**src/rtl/uart_echo_pkg.sv**
```systemverilog
// Shared types and constants for the UART echo responder.
// UART_ECHO_NAK_EN selects NAK echo of framing errors.
package uart_echo_pkg;

  typedef enum logic [1:0] {
    IDLE,
    LOAD,
    SENDING
  } echo_state_t;

  localparam logic [7:0] NAK_BYTE = 8'h15;

endpackage

```
**src/rtl/echo_fifo.sv**
```systemverilog
// Synchronous byte FIFO with combinational head and exact occupancy.
// DEPTH must be a power of two, at least 2.
module echo_fifo #(
  parameter int DEPTH = 8
) (
  input  logic                       clk,
  input  logic                       syncReset,
  input  logic                       push,
  input  logic                       pop,
  input  logic [7:0]                 wdata,
  output logic [7:0]                 rdata,
  output logic                       full,
  output logic                       empty,
  output logic [$clog2(DEPTH):0]     level
);

  localparam int AW = $clog2(DEPTH);
  localparam int LW = AW + 1;

  logic [7:0]    mem [DEPTH];
  logic [AW-1:0] wr_ptr;
  logic [AW-1:0] rd_ptr;

  assign rdata = mem[rd_ptr];
  assign full  = (level == LW'(DEPTH));
  assign empty = (level == '0);

  always_ff @(posedge clk) begin
    if (push) begin
      mem[wr_ptr] <= wdata;
    end
  end

  // Pointers wrap naturally because DEPTH is a power of two.
  always_ff @(posedge clk) begin
    if (syncReset) begin
      wr_ptr <= '0;
      rd_ptr <= '0;
      level  <= '0;
    end else begin
      if (push) begin
        wr_ptr <= wr_ptr + AW'(1);
      end
      if (pop) begin
        rd_ptr <= rd_ptr + AW'(1);
      end
      level <= level + LW'(push) - LW'(pop);
    end
  end

endmodule

```
**src/rtl/uart_echo_responder.sv**
```systemverilog
// Echoes received UART bytes back out through a FIFO, counting errors/drops.
// UART_ECHO_NAK_EN: framing errors push NAK_BYTE instead of being discarded.
module uart_echo_responder
  import uart_echo_pkg::*;
#(
  parameter int DEPTH = 8,
  parameter int CNT_W = 8
) (
  input  logic                   clk,
  input  logic                   syncReset,
  input  logic [7:0]             rxData,
  input  logic                   rxDone,
  input  logic                   rxErr,
  output logic [7:0]             txData,
  output logic                   txValid,
  input  logic                   txBusy,
  input  logic                   txDone,
  output logic [$clog2(DEPTH):0] fifoLevel,
  output logic                   overflow,
  output logic [CNT_W-1:0]       errCount,
  output logic [CNT_W-1:0]       dropCount
);

  echo_state_t state;

  logic       push_req;
  logic       push;
  logic       pop;
  logic       full;
  logic       empty;
  logic [7:0] wdata;
  logic [7:0] head;

`ifdef UART_ECHO_NAK_EN
  assign push_req = rxDone;
  assign wdata    = rxErr ? NAK_BYTE : rxData;
`else
  assign push_req = rxDone && !rxErr;
  assign wdata    = rxData;
`endif

  // A pop on the same edge frees a slot, so a full FIFO still accepts.
  assign pop  = (state == LOAD) && txBusy;
  assign push = push_req && (!full || pop);

  echo_fifo #(
    .DEPTH(DEPTH)
  ) u_fifo (
    .clk      (clk),
    .syncReset(syncReset),
    .push     (push),
    .pop      (pop),
    .wdata    (wdata),
    .rdata    (head),
    .full     (full),
    .empty    (empty),
    .level    (fifoLevel)
  );

  always_ff @(posedge clk) begin
    if (syncReset) begin
      state   <= IDLE;
      txValid <= 1'b0;
      txData  <= '0;
    end else begin
      unique case (state)
        IDLE: begin
          if (!empty && !txBusy) begin
            state   <= LOAD;
            txValid <= 1'b1;
            txData  <= head;
          end
        end
        LOAD: begin
          if (txBusy) begin
            state   <= SENDING;
            txValid <= 1'b0;
          end
        end
        SENDING: begin
          if (txDone) begin
            state <= IDLE;
          end
        end
        default: begin
          state   <= IDLE;
          txValid <= 1'b0;
        end
      endcase
    end
  end

  always_ff @(posedge clk) begin
    if (syncReset) begin
      overflow  <= 1'b0;
      errCount  <= '0;
      dropCount <= '0;
    end else begin
      overflow <= push_req && !push;
      if (push_req && !push && (dropCount != '1)) begin
        dropCount <= dropCount + CNT_W'(1);
      end
      if (rxDone && rxErr && (errCount != '1)) begin
        errCount <= errCount + CNT_W'(1);
      end
    end
  end

endmodule

```
**config.mk**
```make
export PLATFORM = sky130hd
export DESIGN_NAME = uart_echo_responder
export DESIGN_NICKNAME = d
export VERILOG_FILES = /design/src/rtl/uart_echo_pkg.sv /design/src/rtl/echo_fifo.sv /design/src/rtl/uart_echo_responder.sv
export SDC_FILE = /design/constraint.sdc
export NUM_CORES = 1
export LEC_CHECK = 0
export BUFFER_PORTS_ARGS = -buffer_cell sky130_fd_sc_hd__buf_2
export CAP_MARGIN = 20
export CORE_AREA = 4 4 90 92
export DETAILED_ROUTE_END_ITERATION = 12
export DIE_AREA = 0 0 94 96
export PLACE_DENSITY = 0.78
export SETUP_SLACK_MARGIN = 0.15
export SLEW_MARGIN = 20
export SYNTH_ARGS = -nofsm -noshare
export SYNTH_HDL_FRONTEND = slang
export SYNTH_SLANG_ARGS = --single-unit
```
**constraint.sdc**
```tcl
create_clock -name clk -period 2.56 [get_ports clk]
set_clock_uncertainty 0.15 [all_clocks]
set_input_delay 0 -clock clk [delete_from_list [all_inputs] [get_ports clk]]
set_output_delay 0 -clock clk [all_outputs]
set_load 0.02 [all_outputs]
```
# Word-level counts from Yosys, hierarchy flattened
# Memory sizes are Yosys's and may differ from the RTL's. A register that Yosys moved wholly into a read port is not among the register bits.
# Cells that the tools add are included.
# totals
output_inout_bits	30
n_memories	1
wordCells	52
reg_bits	30
ram_bits	64
# mem_list
name	depth	word_bits	rd	rd_clocked_by_memory_dff	write_ports	line	text
u_fifo.mem	8	8	1	1	1	echo_fifo.sv:20	logic [7:0] mem [DEPTH];
# classes
reduce_logical	19
bitwise_logic	1
add_sub_neg	6
n_eq_ne	8
mux	9
# ops
cell	n
adder 8 x 1 -> 8 bit (second input constant)	2
inequality test 8 bit (second input constant)	2
logical AND 1 bit	8
adder 3 x 1 -> 3 bit (second input constant)	2
2-to-1 mux 2 bit	3
inequality test 2 bit (second input constant)	3
case mux 2 bit (3 select lines)	1
AND reduction 3 bit	2
logical NOT 1 bit	5
adder 4 x 1 -> 4 bit	1
equality test 4 bit (second input constant)	1
logical NOT 4 bit	1
2-to-1 mux 1 bit	4
subtractor 4 x 1 -> 4 bit	1
case mux 1 bit (3 select lines)	1
equality test 2 x 1 -> 1 bit (second input constant)	1
equality test 2 bit (second input constant)	1
logical NOT 2 bit	1
AND reduction 2 bit	1
logical OR 1 bit	1
NOT 1 bit	1

# Depth between registers and ports, before layout
# Gate-level depths: netlist (run 1).
# logic_depth
word_depth	7
mapped_depth	10
mapped_depth_nobuf	10

# Hierarchy
# A second synthesis (run 1) with hierarchy kept.
# hier_totals
hier_cells	301
area_unflattened_um2	4357.9
# by_module_without_submodules
mod	area_per_inst_um2	n_inst	seq_area_each_um2	cells_each
echo_fifo	3101.7	1	2182.1	163
uart_echo_responder	1256.2	1	560.5	138

# Worst setup path after synthesis (run 1)
# No wires, ideal clock.
# synth_timing
kind	register to register
start	register u_fifo.level[2]
end	memory u_fifo.mem[0][0] (enable)
arrival_ns	1.857
path_slack_ns	0.158
setup_time_ns	0.395
path_stages_with_launch	6
cell_sequence	dfxtp_1 > inv_1 > ha_1 > or3b_2 > o21ai_2 > nor4_1
# synth_via
elab_chain_len	6
# synth_lines
item	line	text
start: declaration	echo_fifo.sv:14	output logic [$clog2(DEPTH):0] level
start signal: assignment	echo_fifo.sv:47	level <= level + LW'(push) - LW'(pop);
equality test 4 bit	echo_fifo.sv:25	assign full = (level == LW'(DEPTH));
logical NOT 1 bit	uart_echo_responder.sv:44	assign push = push_req && (!full || pop);
logical OR 1 bit	uart_echo_responder.sv:44	
logical AND 1 bit	uart_echo_responder.sv:44	
2-to-1 mux 1 bit	echo_fifo.sv:29	if (push) begin
2-to-1 mux 1 bit (not written as such)	echo_fifo.sv:30	mem[wr_ptr] <= wdata;
end: declaration	echo_fifo.sv:20	
# Every way passes these cells.

# Worst setup path after layout (run 1)
# layout_timing
start	register u_fifo.level[2]
end	memory u_fifo.mem[5][7] (enable)
# layout_via
elab_chain_len	6
# layout_lines
item	line	text
equality test 4 bit	echo_fifo.sv:25	
logical NOT 1 bit	uart_echo_responder.sv:44	
logical OR 1 bit	uart_echo_responder.sv:44	
logical AND 1 bit	uart_echo_responder.sv:44	
named net push	uart_echo_responder.sv:27	logic push;
2-to-1 mux 1 bit	echo_fifo.sv:29	
2-to-1 mux 1 bit (not written as such)	echo_fifo.sv:30	
# The timed path passes the listed nets, and every way through them passes these cells.

==> results of run 1 <==
-- sequential cells by signal (all words and copies together) (netlist names) --
name / flops
dropCount: 8
errCount: 8
overflow: 1
state: 2
txData: 8
txValid: 1
u_fifo.level: 4
u_fifo.mem: 64
u_fifo.rd_ptr: 3
u_fifo.wr_ptr: 3
-- cell families (layout without fill, tap and decap cells) --
group / Yosys count / in the layout / share of synthesized area (%)
buffers and inverters: 21 / 96 / 2.14
flip-flops: 102 / 102 / 64.5
XOR/XNOR: 10 / 10 / 2.11
AO/OA/AOI/OAI: 40 / 40 / 6.26
AND/OR/NAND/NOR: 95 / 95 / 12.3
adder cells (fa/ha/maj): 11 / 11 / 3.49
multiplexers: 18 / 18 / 9.15
-- where the power goes --
group / switching [mW] / leakage (nW) / internal, mW
registers: 0.0743 / 0.887 / 1.85
logic: 0.403 / 0.764 / 0.298
clock network: 0.615 / 0.104 / 0.395
total: 1.09 / 1.75 / 2.54
-- final cells by class --
class | instances | area, um2
multi-input cells | 174 | 1400
flip-flops and latches | 102 | 2680
well taps | 99 | 124
inverters | 12 | 45.0
fillers | 515 | 2320
clock buffers | 9 | 124
clock inverters | 7 | 81.3
repair buffers | 68 | 440
-- worst min path at each step --
stage	from	endpoint	slack, ps
6_report	txBusy	state[0]	270
5_1_grt	txBusy	state[0]	280
4_1_cts	txBusy	state[0]	240
3_5_place_dp	txBusy	state[0]	80
3_3_place_gp	txBusy	state[0]	80
2_1_floorplan	txBusy	state[0]	-70
-- metal layers --
metal | global-route usage [%] | share of wire, %
met5 | 0 | 0
met1 | 25.3 | 44
met4 | 8.66 | 1.0
met3 | 2.89 | 4.8
met2 | 31.7 | 50
-- synthesized netlist by cell type (all sizes together), types with 3 or more instances --
library cell | number | share of area (%)
or3 | 4 | 0.63
a21oi | 10 | 1.2
dfxtp | 38 | 18
nor3 | 16 | 1.9
o211ai | 3 | 0.54
or4 | 3 | 0.54
mux4 | 16 | 8.7
o22ai | 8 | 1.2
nand3 | 8 | 1.5
xnor2 | 6 | 1.3
ha | 10 | 3.0
o31ai | 3 | 0.54
nand2b | 3 | 0.45
o21ai | 6 | 0.81
xor2 | 4 | 0.84
inv | 11 | 0.99
edfxtp | 64 | 46
nand4 | 3 | 0.45
nand2 | 15 | 1.4
clkbuf | 5 | 0.45
buf | 4 | 0.60
nor2 | 29 | 2.6
-- per-stage QoR --
stage / worst slack [ps] / cells / power, mW
floorplan: 158 / 297 / 2.43
global placement: 320 / 440 / 2.61
detailed placement: 252 / 440 / 2.64
CTS: 229 / 471 / 3.65
global route: 182 / 471 / 3.83
finish: 339 / 471 / 3.64
-- worst max-delay path, cell delays in order, from the launching register on --
cell and delay (ps):
dfxtp_1 360, inv_2 60, ha_2 180, or3b_4 230, o21ai_2 70, inv_2 90
nand2_1 110, nor2_1 620
-- timing repair --
action | in CTS | in global routing
hold buffers | 15 | 0
resized for setup | 0 | 4
endpoints found under the hold margin | 82 | 0
setup endpoints to repair | 0 | 3
==> results.sh, run 1 <==
export IMPL_syn_cell_area_mm2=0.00416
export IMPL_cts_root_buf="clkbuf_8"
export IMPL_synth_ff_type="edfxtp_1"
export IMPL_grt_pass1_vias=2545
export IMPL_layout_drive_gt1_share_pct=26.6
export IMPL_io_buffers=43
export IMPL_yosysWarnings=0
export IMPL_ys_ff_latch=102
export IMPL_areaGrowthSynthToFinish_pct=17.7
export IMPL_drt_iter0_drc=130
export IMPL_final_cell_mix="edfxtp_1, buf_2, dfxtp_1"
export IMPL_drv_cap=0
export IMPL_grt_max_degree=37
export IMPL_tightest_slew_ps=769
export IMPL_worstPathRequired_ps=2410
export IMPL_num_rows=31
export IMPL_antenna_left=0
export IMPL_post_cts_buffers=0
export IMPL_startpoint_type="flip-flop"
export IMPL_arrival_ps=2070
export IMPL_cp_max_fo=8
export IMPL_core_mm2=0.00721
export IMPL_dpl_instance_area_mm2=0.00453
export IMPL_fin_nets=392
export IMPL_setup_worst_path_start="u_fifo.level[2]"
export IMPL_timing_rr_start="u_fifo.level[2]"
export IMPL_firstDrtPassIters=4
export IMPL_endpoint_kind="flip-flop"
export IMPL_final_setup_tns_ps=0
export IMPL_synthDistinctLibCells=50
export IMPL_die_area_mm2=0.00902
export IMPL_async_flop_share_pct=0
export IMPL_synth_edf_count=64
export IMPL_io_pins=44
export IMPL_rsz0062_at_grt="false"
export IMPL_syn_inst=297
export IMPL_start_util_pct=57.6
export IMPL_grt_pass1_wl_mm=12.9
export IMPL_timing_fmax_mhz=450
export IMPL_yosysSeqAreaShare_pct=64.5
export IMPL_cts_buffers=9
export IMPL_antenna_found_initial=0
export IMPL_htreeDepth=3
export IMPL_layout_commonest_cell="edfxtp_1"
export IMPL_slew_headroom_pct=48.3
export IMPL_syn_nets=322
export IMPL_ir_drop_mv=0.384
export IMPL_wl_per_cell_um=16.7
export IMPL_finalMaxSlewViolations=0
export IMPL_finalHoldViolCount=0
export IMPL_final_min_clock_period_ps=2220
export IMPL_postLayoutCoreUtil_pct=67.8
export IMPL_post_dp_hpwl_mm=5.21
export IMPL_antennaDiodeCount=0
export IMPL_drt_wl_total_mm=7.84
export IMPL_stdcell_area_mm2=0.00489
export IMPL_endpoint="u_fifo.mem[5][7]"
export IMPL_cts_tree="built"
export IMPL_p_leak_nw=1.75
export IMPL_grt_overflow_total=0
export IMPL_ctsLongestPathBuffers=2
export IMPL_grt_usage_pct=19.2
export IMPL_hold_slack_ps=269
export IMPL_cts_sinks=102
export IMPL_ff2ff_path_depth=7
export IMPL_drc_errors=0
export IMPL_synth_area_per_cell_um2=14.0
export IMPL_vias=2650
export IMPL_clkTransAtPathRegs_ps=110
export IMPL_gp_congestion=0.828
export IMPL_setup_viol=0
export IMPL_hold_class="in -> reg"
export IMPL_chipWidth_um=94
export IMPL_rrSetupSlack_ps=340
export IMPL_via_per_inst=5.63
export IMPL_timing_rr_end="u_fifo.mem[5][7]"
export IMPL_hold_path_cell_count=3
export IMPL_final_period_utilization_pct=86.7
export IMPL_insertion_delay_ps=370
export IMPL_powerDensity_mw_per_mm2=743
export IMPL_crit_type="reg -> reg"
export IMPL_status="finished clean"
export IMPL_die_y_um=96
No activity file was read; power rests on OpenSTA's default activity.
==> run 2: changes to the inputs <==
--- a/config.mk
+++ b/config.mk
@@ -7,10 +7,12 @@
 export LEC_CHECK = 0
 export BUFFER_PORTS_ARGS = -buffer_cell sky130_fd_sc_hd__buf_2
 export CAP_MARGIN = 20
-export CORE_AREA = 4 4 90 92
+export CELL_PAD_IN_SITES_DETAIL_PLACEMENT = 1
+export CELL_PAD_IN_SITES_GLOBAL_PLACEMENT = 1
+export CORE_AREA = 4 4 113 88
 export DETAILED_ROUTE_END_ITERATION = 12
-export DIE_AREA = 0 0 94 96
-export PLACE_DENSITY = 0.78
+export DIE_AREA = 0 0 117 92
+export PLACE_DENSITY_LB_ADDON = 0.1
 export SETUP_SLACK_MARGIN = 0.15
 export SLEW_MARGIN = 20
 export SYNTH_ARGS = -nofsm -noshare
==> results.sh, run 2 (synthesis results as in run 1) <==
export IMPL_grt_pass1_wl_mm=15.4
export IMPL_insertion_delay_ps=340
export IMPL_cts_buffers=9
export IMPL_die_area_mm2=0.0108
export IMPL_grt_max_degree=20
export IMPL_powerDensity_mw_per_mm2=798
export IMPL_ff_latch_area_mm2=0.00268
export IMPL_largest_register_ffs=64
export IMPL_regMostFlops="u_fifo.mem"
export IMPL_firstDrtPassIters=4
export IMPL_total_power_mw=4.00
export IMPL_antennaDiodeCount=0
export IMPL_cts_sinks=102
export IMPL_start_util_pct=46.9
export IMPL_core_mm2=0.00886
export IMPL_layout_commonest_cell="edfxtp_1"
export IMPL_fillers=882
export IMPL_drt_wl_total_mm=9.37
export IMPL_crit_type="reg -> reg"
export IMPL_p_leak_nw=1.80
export IMPL_io_buffers=43
export IMPL_io_pins=44
export IMPL_timing_fmax_mhz=445
export IMPL_antenna_found_initial=0
export IMPL_grt_pass1_vias=2816
export IMPL_wl_per_cell_um=19.4
export IMPL_setup_viol=0
export IMPL_grt_overflow_total=0
export IMPL_post_dp_hpwl_mm=6.47
export IMPL_fin_nets=392
export IMPL_startpoint_type="flip-flop"
export IMPL_vias=2671
export IMPL_areaGrowthSynthToFinish_pct=20.5
export IMPL_final_setup_tns_ps=0
export IMPL_worstPathRequired_ps=2690
export IMPL_gp_congestion=0.747
export IMPL_rrSetupSlack_ps=310
export IMPL_chipWidth_um=117
export IMPL_cp_max_fo=4
export IMPL_cts_root_buf="clkbuf_16"
export IMPL_ir_drop_mv=0.411
export IMPL_ctsLongestPathBuffers=2
export IMPL_finalNonFillerCells=484
export IMPL_rsz0062_at_grt="false"
export IMPL_die_y_um=92
export IMPL_drc_errors=0
export IMPL_num_rows=30
export IMPL_hold_class="in -> reg"
export IMPL_status="finished clean"
export IMPL_grt_usage_pct=19.1
export IMPL_final_cell_mix="edfxtp_1, buf_2, dfxtp_1"
export IMPL_clkTransAtPathRegs_ps=70
export IMPL_drt_iter0_drc=133
export IMPL_via_per_inst=5.52
export IMPL_endpoint_kind="flip-flop"
export IMPL_arrival_ps=2380
export IMPL_antenna_left=0
export IMPL_htreeDepth=3
export IMPL_finalHoldViolCount=0
export IMPL_tightest_slew_ps=572
export IMPL_final_min_clock_period_ps=2250
export IMPL_drv_cap=0
export IMPL_post_place_cells=454
export IMPL_slew_headroom_pct=61.8
export IMPL_final_period_utilization_pct=87.9
export IMPL_finalMaxSlewViolations=0
export IMPL_cts_tree="built"
export IMPL_multiInputGateArea_mm2=0.00140
export IMPL_layout_drive_gt1_share_pct=27.7
[run 2: changes by cell type in the layout (fill, tap and decap cells not counted), moves of 2 or more]
cell and change:
clkbuf_16 +9, clkbuf_8 -9, nor2_1 -3, nor2_2 +3, clkinv_1 +2, clkinv_2 +2, clkinv_4 -2, dlygate4sd3_1 -2
inv_8 -2
[run 2: power by group]
part           total [mW]  switching (mW)  internal (mW)
clock network        1.33           0.574          0.751
logic               0.741           0.434          0.307
registers            1.93          0.0786           1.85
total                4.00            1.09           2.91
[run 2: path summary, 6_finish.rpt]
path | startpoint | depth (start not counted) | to
max | u_fifo.level[2] | 9 | u_fifo.level[1]
min | txBusy | 3 | state[0]
max reg2reg | u_fifo.level[2] | 9 | u_fifo.level[1]
min reg2reg | txData[3] | 2 | txData[3]
[run 2: cell type report]
type	count	share of cell area, %
flip-flops and latches	102	53.6
multi-input cells	174	28.0
repair buffers	68	8.94
clock buffers	9	4.50
well taps	112	2.80
clock inverters	7	1.27
inverters	12	0.899
[run 2: worst max-delay path, stage by stage, from the launching register on]
cell     delay (ps)
dfxtp_1         320
inv_2            70
ha_2            180
or3b_4          390
o21ai_2         190
inv_2            90
ha_1            230
inv_1            70
fa_1            400
nor2_1          100
[run 2: metrics by stage]
stage | util, % | instance area (um2) | setup slack [ps] | hold slack, ps
final | 56.5 | 5010 | 311 | 279
after global routing | 56.5 | 5010 | 182 | 280
after CTS | 56.3 | 4990 | 165 | 271
after detailed placement | 51.5 | 4560 | 160 | 85.7
after global placement | 51.5 | 4560 | 254 | 70.5
after floorplan | - | 4160 | 158 | -71.3
[run 2: per-layer routing]
metal	share of wire [%]	up-vias	GRT usage, %
li1	-	1267	-
met1	47	1334	27.3
met5	0	-	0
met3	5.1	4	5.01
met2	47	66	29.5
met4	0.74	0	4.01
[run 2: timing repair]
item,4_1_cts,5_1_grt
setup endpoints to repair,6,18
hold buffers,13,0
resized for setup,1,7
hold endpoints to repair,82,0
buffers inserted,0,1
pin swaps,0,1
==> run 3: changes to the inputs <==
==> constraint.sdc (replaced) <==
create_clock -name clk -period 2.56 [get_ports clk]
set_clock_uncertainty 0.15 [all_clocks]
set_input_delay 0.512 -clock clk [delete_from_list [all_inputs] [get_ports clk]]
set_output_delay 0.512 -clock clk [all_outputs]
set_load 0.02 [all_outputs]
==> results.sh, run 3 (synthesis results as in run 1) <==
export IMPL_clkTransAtPathRegs_ps=70
export IMPL_htreeDepth=3
export IMPL_via_per_inst=5.56
export IMPL_grt_pass1_vias=2668
export IMPL_layout_commonest_cell="edfxtp_1"
export IMPL_vias=2630
export IMPL_chipWidth_um=117
export IMPL_post_dp_hpwl_mm=6.27
export IMPL_crit_type="reg -> reg"
export IMPL_finalNonFillerCells=473
export IMPL_status="finished clean"
export IMPL_cts_sinks=102
export IMPL_tightest_slew_ps=810
export IMPL_grt_overflow_total=0
export IMPL_largest_register_ffs=64
export IMPL_cts_root_buf="clkbuf_16"
export IMPL_hold_class="in -> reg"
export IMPL_rsz0062_at_grt="true"
export IMPL_arrival_ps=2090
export IMPL_p_leak_nw=1.76
export IMPL_ir_drop_mv=0.471
export IMPL_fillers=897
export IMPL_endpoint_kind="flip-flop"
export IMPL_timing_rr_start="u_fifo.level[2]"
export IMPL_cts_buffers=9
export IMPL_slew_headroom_pct=45.8
export IMPL_hold_path_cell_count=2
export IMPL_cts_tree="built"
export IMPL_grt_pass1_wl_mm=14.9
export IMPL_cp_max_fo=8
export IMPL_gp_congestion=0.735
export IMPL_drc_errors=0
export IMPL_powerDensity_mw_per_mm2=836
export IMPL_io_pins=44
export IMPL_final_cell_mix="edfxtp_1, buf_2, dfxtp_1"
export IMPL_antenna_found_initial=0
export IMPL_final_min_clock_period_ps=2270
export IMPL_post_place_cells=457
export IMPL_endpoint="u_fifo.mem[7][3]"
export IMPL_start_util_pct=46.9
export IMPL_startpoint_type="flip-flop"
export IMPL_setup_ws_ps=293
export IMPL_fin_nets=381
export IMPL_die_area_mm2=0.0108
export IMPL_drv_cap=0
export IMPL_timing_fmax_mhz=441
export IMPL_setup_viol=0
export IMPL_timing_rr_end="u_fifo.mem[7][3]"
export IMPL_grt_max_degree=32
export IMPL_dp_slack_ps=164
export IMPL_final_period_utilization_pct=88.6
export IMPL_drt_iter0_drc=131
export IMPL_hold_slack_ps=237
export IMPL_final_setup_tns_ps=0
export IMPL_drt_wl_total_mm=9.33
export IMPL_die_y_um=92
export IMPL_areaGrowthSynthToFinish_pct=17.8
export IMPL_antennaDiodeCount=0
export IMPL_total_power_mw=4.10
export IMPL_grt_usage_pct=18.8
export IMPL_io_buffers=43
export IMPL_insertion_delay_ps=340
export IMPL_ctsLongestPathBuffers=2
export IMPL_wl_per_cell_um=19.7
export IMPL_num_rows=30
export IMPL_finalMaxSlewViolations=0
export IMPL_firstDrtPassIters=6
export IMPL_worstPathRequired_ps=2380
export IMPL_ff2ff_path_depth=7
export IMPL_antenna_left=0
export IMPL_cts_hold_buf=0
export IMPL_setup_worst_path_start="u_fifo.level[2]"
export IMPL_layout_drive_gt1_share_pct=27.7
export IMPL_worstHoldStart="txBusy"
export IMPL_regMostFlops="u_fifo.mem"
export IMPL_finalHoldViolCount=0
export IMPL_core_mm2=0.00886
export IMPL_rrSetupSlack_ps=290
-- run 3: changes by cell type in the layout (fill, tap and decap cells not counted), sizes merged --
| cell | previous run | this run |
|---|---|---|
| clkbuf | 9 | 12 |
| inv | 12 | 11 |
| clkinv | 5 | 2 |
| dlygate4sd3 | 13 | 0 |
| bufinv | 1 | 2 |
| buf | 55 | 57 |
-- run 3: layer usage --
layer | GRT usage, % | vias up | wire length (um)
met5 | 0 | - | 0
met2 | 27.4 | 62 | 4250
met1 | 27.4 | 1310 | 4430
met4 | 5.16 | 0 | 104
li1 | - | 1250 | -
met3 | 5.87 | 8 | 546
-- run 3: cell type report --
| type | count | area (um2) | share of cell area (%) |
|---|---|---|---|
| clock buffer | 12 | 246 | 5.03 |
| clock inverter | 4 | 71.3 | 1.46 |
| inverter | 12 | 45.0 | 0.919 |
| multi-input combinational | 174 | 1390 | 28.4 |
| sequential | 102 | 2680 | 54.7 |
| tap | 112 | 140 | 2.86 |
| timing repair buffer | 57 | 320 | 6.54 |
-- run 3: critical path: stages (launching register included) --
cell and delay [ps]:
dfxtp_1 340, inv_2 60, ha_2 180, or3b_4 240, o21ai_2 70, inv_2 90, nand2_1 120, nor2_1 660
-- run 3: stage by stage --
step                      area, um2  utilization (%)
final                          4900             55.3
after global placement         4570             51.6
after CTS                      4890             55.2
after floorplan                4160                -
after global routing           4900             55.3
after detailed placement       4570             51.6
-- run 3: power breakdown --
part / leakage (nW) / internal (mW) / switching (mW)
sequential: 0.887 / 1.85 / 0.0781
combinational: 0.721 / 0.286 / 0.414
clock: 0.150 / 0.882 / 0.587
-- run 3: worst min-delay path by stage --
stage / to / slack, ps
detailed placement: txData[1] / 330
finish: state[0] / 240
global placement: state[0] / 320
floorplan: state[0] / 300
global route: state[0] / 250
CTS: state[0] / 230
-- run 3: timing repair --
item	CTS	global route
resized for setup	0	4
setup buffers	0	0
setup endpoints to repair	0	27
